==> src/rtl/psum_accumulator.sv <==
// Merges the MAC array's two partial sums per beat and accumulates them over a
// programmable number of beats, emitting a full-precision and a requantized result.
module psum_accumulator #(
    parameter int PSUM_W = 20,
    parameter int ACC_W  = 32,
    parameter int CNT_W  = 8,
    parameter int RES_W  = 8
) (
    input  logic                     clk_i,
    input  logic                     rst_i,
    input  logic signed [PSUM_W-1:0] psum_0_i,
    input  logic signed [PSUM_W-1:0] psum_1_i,
    input  logic                     psum_valid_i,
    output logic                     psum_ready_o,
    input  logic        [CNT_W-1:0]  num_beats_i,
    input  logic        [4:0]        shift_i,
    output logic signed [ACC_W-1:0]  acc_o,
    output logic signed [RES_W-1:0]  res_o,
    output logic                     sat_o,
    output logic                     res_valid_o,
    input  logic                     res_ready_i,
    output logic                     busy_o
);

    // Handshakes: a beat transfers on a rising edge where psum_valid_i & psum_ready_o;
    // a result transfers where res_valid_o & res_ready_i. Producers hold data stable
    // while valid is high and not yet accepted; ready never depends on valid.

    localparam logic signed [ACC_W:0] RES_MAX = {{(ACC_W + 2 - RES_W){1'b0}}, {(RES_W - 1){1'b1}}};
    localparam logic signed [ACC_W:0] RES_MIN = {{(ACC_W + 2 - RES_W){1'b1}}, {(RES_W - 1){1'b0}}};

    logic signed [ACC_W-1:0] beat_val;
    logic signed [ACC_W-1:0] acc_q;
    logic signed [ACC_W-1:0] final_sum;
    logic        [CNT_W-1:0] cnt_q;
    logic        [CNT_W-1:0] n_q;
    logic        [CNT_W-1:0] n_first;
    logic        [CNT_W-1:0] n_eff;
    logic                    is_first;
    logic                    is_last;
    logic                    beat_accept;
    logic                    res_take;

    logic signed [ACC_W:0]   q_ext;
    logic signed [ACC_W:0]   q_rnd;
    logic signed [ACC_W:0]   q_sum;
    logic signed [ACC_W:0]   q_shr;
    logic signed [RES_W-1:0] res_next;
    logic                    sat_next;

    assign beat_val  = ACC_W'(psum_0_i) + ACC_W'(psum_1_i);
    assign is_first  = (cnt_q == '0);
    assign n_first   = (num_beats_i == '0) ? CNT_W'(1) : num_beats_i;
    assign n_eff     = is_first ? n_first : n_q;
    assign is_last   = (({1'b0, cnt_q} + (CNT_W + 1)'(1)) == {1'b0, n_eff});
    assign final_sum = is_first ? beat_val : (acc_q + beat_val);

    assign psum_ready_o = ~rst_i & (~is_last | ~res_valid_o | res_ready_i);
    assign beat_accept  = psum_valid_i & psum_ready_o;
    assign res_take     = res_valid_o & res_ready_i;
    assign busy_o       = (cnt_q != '0);

    // Round half toward +inf, then arithmetic shift, in one extra bit of headroom.
    always_comb begin
        q_ext = (ACC_W + 1)'(final_sum);
        q_rnd = '0;
        if (shift_i != 5'd0) begin
            q_rnd = (ACC_W + 1)'(1) <<< (shift_i - 5'd1);
        end
        q_sum    = q_ext + q_rnd;
        q_shr    = q_sum >>> shift_i;
        res_next = q_shr[RES_W-1:0];
        sat_next = 1'b0;
        if (q_shr > RES_MAX) begin
            res_next = RES_MAX[RES_W-1:0];
            sat_next = 1'b1;
        end else if (q_shr < RES_MIN) begin
            res_next = RES_MIN[RES_W-1:0];
            sat_next = 1'b1;
        end
    end

    always_ff @(posedge clk_i or posedge rst_i) begin
        if (rst_i) begin
            acc_q       <= '0;
            cnt_q       <= '0;
            n_q         <= '0;
            acc_o       <= '0;
            res_o       <= '0;
            sat_o       <= 1'b0;
            res_valid_o <= 1'b0;
        end else begin
            if (res_take) begin
                res_valid_o <= 1'b0;
            end
            if (beat_accept) begin
                if (is_last) begin
                    acc_q       <= '0;
                    cnt_q       <= '0;
                    acc_o       <= final_sum;
                    res_o       <= res_next;
                    sat_o       <= sat_next;
                    res_valid_o <= 1'b1;
                end else begin
                    acc_q <= final_sum;
                    cnt_q <= cnt_q + CNT_W'(1);
                    if (is_first) begin
                        n_q <= n_eff;
                    end
                end
            end
        end
    end

endmodule

==> config.mk <==
export PLATFORM = sky130hd
export DESIGN_NAME = psum_accumulator
export DESIGN_NICKNAME = d
export VERILOG_FILES = /design/src/rtl/psum_accumulator.sv
export SDC_FILE = /design/constraint.sdc
export NUM_CORES = 1
export LEC_CHECK = 0
export BUFFER_PORTS_ARGS = -buffer_cell sky130_fd_sc_hd__clkbuf_2
export CORE_ASPECT_RATIO = 0.5
export CORE_MARGIN = 2
export CORE_UTILIZATION = 62
export CTS_CLUSTER_SIZE = 12
export DETAILED_ROUTE_END_ITERATION = 10
export MAX_ROUTING_LAYER = met4
export PLACE_DENSITY = 0.93
export SLEW_MARGIN = 20
export SYNTH_ARGS = -nofsm -noshare
export SYNTH_HDL_FRONTEND = slang
export SYNTH_SLANG_ARGS = --single-unit
==> constraint.sdc <==
create_clock -name clk_i -period 8.2 [get_ports clk_i]
set_input_delay 1.23 -clock clk_i [delete_from_list [all_inputs] [get_ports clk_i]]
set_output_delay 1.23 -clock clk_i [all_outputs]
set_load 0.01 [all_outputs]
==> reports/metrics.csv, run 1 <==
stage;metric;value;unit
grt;GRT Total Usage;0.929;
floorplanning;Die W;197;um
logic_synthesis;cell taking the most area after synthesis;dfrtp_1;
logic_synthesis;EDFF count, synth;0;
logic_synthesis;sequential fraction of the synthesis area;0.194;
run_status;status;did not finish;
logic_synthesis;Yosys cell types;97;
grt;grt ovf;477;
grt;global-route wire length before repair;135;mm
clock_network;clock sink count;90;
clock_network;clock buffer depth;2;
clock_network;H-Tree Level Count;3;
clock_network;CTS buffer count;9;
place;dpl hpwl;37.1;mm
logic_synthesis;Post-Syn Nets;1667;
logic_synthesis;synth warn;0;
place;routability-driven placement congestion ratio;1.16;
logic_synthesis;register bit total from synthesis;90;
logic_synthesis;Main synth FF type;dfrtp_1;
logic_synthesis;synth cell count leaders;200 x nand2_1, 125 x nor2_1, 115 x a21oi_1, 90 x dfrtp_1, 85 x ha_1;
logic_synthesis;ys async rst share;1.00;
clock_network;clk root buf;clkbuf_16;
grt;pin count of the biggest net entering global routing;57;
logic_synthesis;ranking of synthesized cells by area;dfrtp_1 19%, ha_1 9.2%, nand2_1 6.5%;
floorplanning;Initial Util;0.632;
run_status;first error;[ERROR GRT-0116] Global routing finished with congestion. Check the congestion regions in the DRC Viewer.;
place;I/O Buffers;100;
logic_synthesis;Post-Syn Area;0.0116;mm2
floorplanning;die height;101;um
logic_synthesis;Synth top area share;0.194;
logic_synthesis;Gate Count Post-Synth;1522;
logic_synthesis;Mapped Avg Cell Area;7.62;um2
floorplanning;number of I/O pins;101;
floorplanning;row count;35;
run_status;failing step;5_1_grt;
logic_synthesis;count leader, synth;nand2_1;
grt;number of global-route vias before repair;21000;
timing repair:
action,4_1_cts
buffers inserted,50
pin swaps,104
cloned,0
setup endpoints to repair,9
resized for setup,168
hold buffers,0
cells by family after synthesis:
logic type / Yosys count / share of synthesized area
compound gates: 519 / 0.320
xor+xnor: 70 / 0.0529
fa+ha+maj: 88 / 0.0969
buf+inv: 140 / 0.0467
flops: 90 / 0.194
mux: 63 / 0.0691
other cells: 1 / 0.000324
simple gates: 551 / 0.220
per-layer routing:
metal  GRT overflow  global-route usage
met5              -                   -
met4            127               0.965
met3             40               0.844
met2            272                1.03
met1             38               0.888
metrics by stage:
step                      cells  instance area (um2)  hold slack (ns)  worst slack [ns]
after CTS                  2166                16200            0.492            -0.678
after detailed placement   2100                14600            0.461             -1.38
after global placement     2100                14600            0.460            -0.945
after floorplan            1522                11700            0.453            -0.445
==> run 2: changes to the inputs <==
Settings changed: CORE_ASPECT_RATIO 0.5 to default, CORE_UTILIZATION 62 to 40, CTS_CLUSTER_SIZE 12 to default, MAX_ROUTING_LAYER met4 to default, PLACE_DENSITY 0.93 to default, PLACE_DENSITY_LB_ADDON from default to 0.15.
==> run 2 against run 1 <==
  * Synthesized cell count unchanged
  * The flow now finishes, with violations (negative setup slack)
  * Synthesized area unchanged
==> reports/metrics.csv, run 2 <==
stage;metric;value;unit;change
floorplanning;Die W;174;um;-12%
sta;Tmin final;8.74;ns;
power;Power per Cell Area;510;mW/mm2;
grt;pin count of the biggest net entering global routing;66;;
logic_synthesis;Gate Count Post-Synth;1522;;unchanged
floorplanning;Core ar.;0.0286;mm2;
min_path;HP Class;reg -> reg;;
grt;number of global-route vias before repair;13400;;
logic_synthesis;count leader, synth;nand2_1;;
clock_network;clock buffer depth;2;;unchanged
place;I/O Buffers;100;;unchanged
sta;setup ws final;-0.539;ns;
grt;global-route wire length before repair;72.6;mm;
logic_synthesis;ranking of synthesized cells by area;dfrtp_1 19%, ha_1 9.2%, nand2_1 6.5%;;
sta;Hold Violations, Final;0;;
logic_synthesis;cell taking the most area after synthesis;dfrtp_1;;
logic_synthesis;Yosys cell types;97;;unchanged
run_status;status;finished, violations left;;
grt;GR Util met2;0.474;;
logic_synthesis;Main synth FF type;dfrtp_1;;
finish;Diodes inserted;0;;
floorplanning;row count;62;;+77%
place;Placed Area;0.0152;mm2;+3.8%
sta;RSZ-0062 raised after global routing;yes;;
logic_synthesis;synth warn;0;;unchanged
grt;met1 usage;0.414;;
sta;Max Freq;114;MHz;
logic_synthesis;Mapped Avg Cell Area;7.62;um2;unchanged
logic_synthesis;EDFF count, synth;0;;unchanged
drt;WL final;46.8;mm;
worst_setup_path;Req. time, crit path;8.50;ns;
finish;commonest non-fill, non-tap cell in the layout;buf_4;;
drt;first drt pass iteration count;6;;
worst_setup_path;CP Class;in -> reg;;
place;dpl hpwl;35.2;mm;-5.2%
worst_setup_path;slowest CP cell;o41ai_4;;
job;Max Cap Viol;0;;
logic_synthesis;ys async rst share;1.00;;unchanged
finish;# fillers;2614;;
finish;final core utilization;0.592;;
grt;grt peak-use layer;met2;;
clock_network;CTS buffer count;9;;unchanged
sta;Setup Skew;0.0114;ns;
drt;DRT antenna net count;0;;
worst_setup_path;CP Launch Type;input port;;
logic_synthesis;Post-Syn Nets;1667;;unchanged
finish;fin nets;2124;;
floorplanning;number of I/O pins;101;;unchanged
worst_setup_path;WP data arrival;9.04;ns;
clock_network;H-Tree Level Count;3;;unchanged
drt;remaining routing DRC violations;0;;
drt;DR WL/cell;19.7;um;
clock_network;clk root buf;clkbuf_16;;
power;Max VDD drop;0.208;mV;
power;Final Power;0.00864;W;
logic_synthesis;synth cell count leaders;200 x nand2_1, 125 x nor2_1, 115 x a21oi_1, 90 x dfrtp_1, 85 x ha_1;;
logic_synthesis;sequential fraction of the synthesis area;0.194;;unchanged
sta;fin crit share;1.07;;
drt;drt initial violations;1418;;
finish;most frequent cells in the layout;425 x buf_4, 186 x nand2_1, 118 x nor2_1;;
logic_synthesis;Post-Syn Area;0.0116;mm2;unchanged
finish;P&R area growth vs syn;46.2;%;
grt;GRT Total Usage;0.298;;
grt;GR Util met3;0.0411;;
clock_network;clock sink count;90;;unchanged
finish;Finished Cell Area;0.0169;mm2;
worst_setup_path;crit-path max FO;4;;
power;P_leak;8.10;nW;
worst_setup_path;CP max stage delay;0.45;ns;
worst_setup_path;Worst setup EP type;flip-flop;;
floorplanning;Initial Util;0.405;;-0.227
sta;measured slew at the worst slew-check pin;0.931;ns;
run_status;failing checks;negative setup slack;;
clock_network;CTS tree;done;;
clock_network;Worst-path clk slew;0.08;ns;
sta;# setup viols final;8;;
place;routability-driven placement congestion ratio;1.01;;-12%
grt;grt ovf;0;;
clock_network;Clock Latency Late Sink;0.36;ns;
finish;area of the multi-input gates;0.00988;mm2;
drt;routed vias;14000;;
floorplanning;die area;0.0304;mm2;
drt;via density per instance;5.93;;
worst_setup_path;CP most frequent cell;a21oi_2;;
sta;fin. max-slew vios;0;;
clock_network;post-cts hold buffer count;0;;unchanged
finish;Sequential Area;0.00225;mm2;
logic_synthesis;Synth top area share;0.194;;unchanged
finish;fraction of final layout cells sized beyond drive strength 1;0.390;;
grt;antenna violations before repair;0;;
logic_synthesis;register bit total from synthesis;90;;unchanged
sta;slew margin rel.;0.377;;
floorplanning;die height;174;um;+73%
finish;Largest regs;acc_o (32), acc_q (32);;
## run 2: cell counts after synthesis
No cell type changed its count.
## run 2: where the power goes
| part | switching [W] | internal, W |
|---|---|---|
| Clock | 0.000205 | 0.000250 |
| Sequential | 0.000131 | 0.000620 |
| Combinational | 0.00384 | 0.00359 |
## run 2: kinds of logic (layout without fill, tap and decap cells)
group / after synthesis / in the layout / share of synthesized area
multiplexers: 63 / 63 / 0.0691
XOR/XNOR: 70 / 70 / 0.0529
flip-flops: 90 / 90 / 0.194
buffers and inverters: 140 / 602 / 0.0467
AO/OA/AOI/OAI: 519 / 519 / 0.320
AND/OR/NAND/NOR: 551 / 551 / 0.220
other: 1 / 1 / 0.000324
adder cells (fa/ha/maj): 88 / 88 / 0.0969
## run 2: cell type report
type	count	area share
Clock buffer	10	0.0141
Clock inverter	6	0.00428
Inverter	51	0.0117
Multi-Input combinational cell	1292	0.583
Sequential cell	90	0.133
Tap cell	384	0.0284
Timing Repair Buffer	535	0.226
## run 2: path summary, 6_finish.rpt
path	slack [ns]	endpoint	cells past startpoint	from
max	-0.54	res_o[2]	44	psum_1_i[1]
min	0.47	acc_o[24]	2	acc_o[24]
max reg2reg	1.23	res_o[2]	33	acc_q[0]
min reg2reg	0.47	acc_o[24]	2	acc_o[24]
max in group asynchronous	6.15	res_o[7]	3	rst_i
min in group asynchronous	0.84	res_valid_o	2	rst_i
## run 2: layer usage
metal	part of all wire	up-vias
met3	0.070	99
met2	0.45	557
met1	0.45	6765
met4	0.033	0
met5	0	-
li1	-	6615
## run 2: worst max-delay path, delay by kind of cell
kind,cells,cell delay (ns)
AO/OA/AOI/OAI,24,4.50
AND/OR/NAND/NOR,8,0.99
buffers and inverters,6,0.92
adder cells (fa/ha/maj),3,0.84
multiplexers,1,0.33
XOR/XNOR,2,0.24
## run 2: per-stage QoR
| step | setup TNS, ns | hold slack, ns | setup WS, ns | cells |
|---|---|---|---|---|
| 2_1_floorplan | -3.20 | 0.453 | -0.445 | 1522 |
| 3_3_place_gp | -8.86 | 0.459 | -1.12 | 2293 |
| 3_5_place_dp | -9.09 | 0.463 | -1.15 | 2293 |
| 4_1_cts | -3.84 | 0.480 | -0.492 | 2352 |
| 5_1_grt | -7.18 | 0.491 | -0.904 | 2368 |
| 6_report | -4.00 | 0.474 | -0.539 | 2368 |
## run 2: what timing repair did
| item | in CTS | in global routing |
|---|---|---|
| buffers inserted | 43 | 16 |
| endpoints found under the setup margin | 8 | 9 |
| pin swaps | 93 | 72 |
| gates resized for setup | 104 | 104 |
Note: power is estimated with default switching activity, not from simulation.
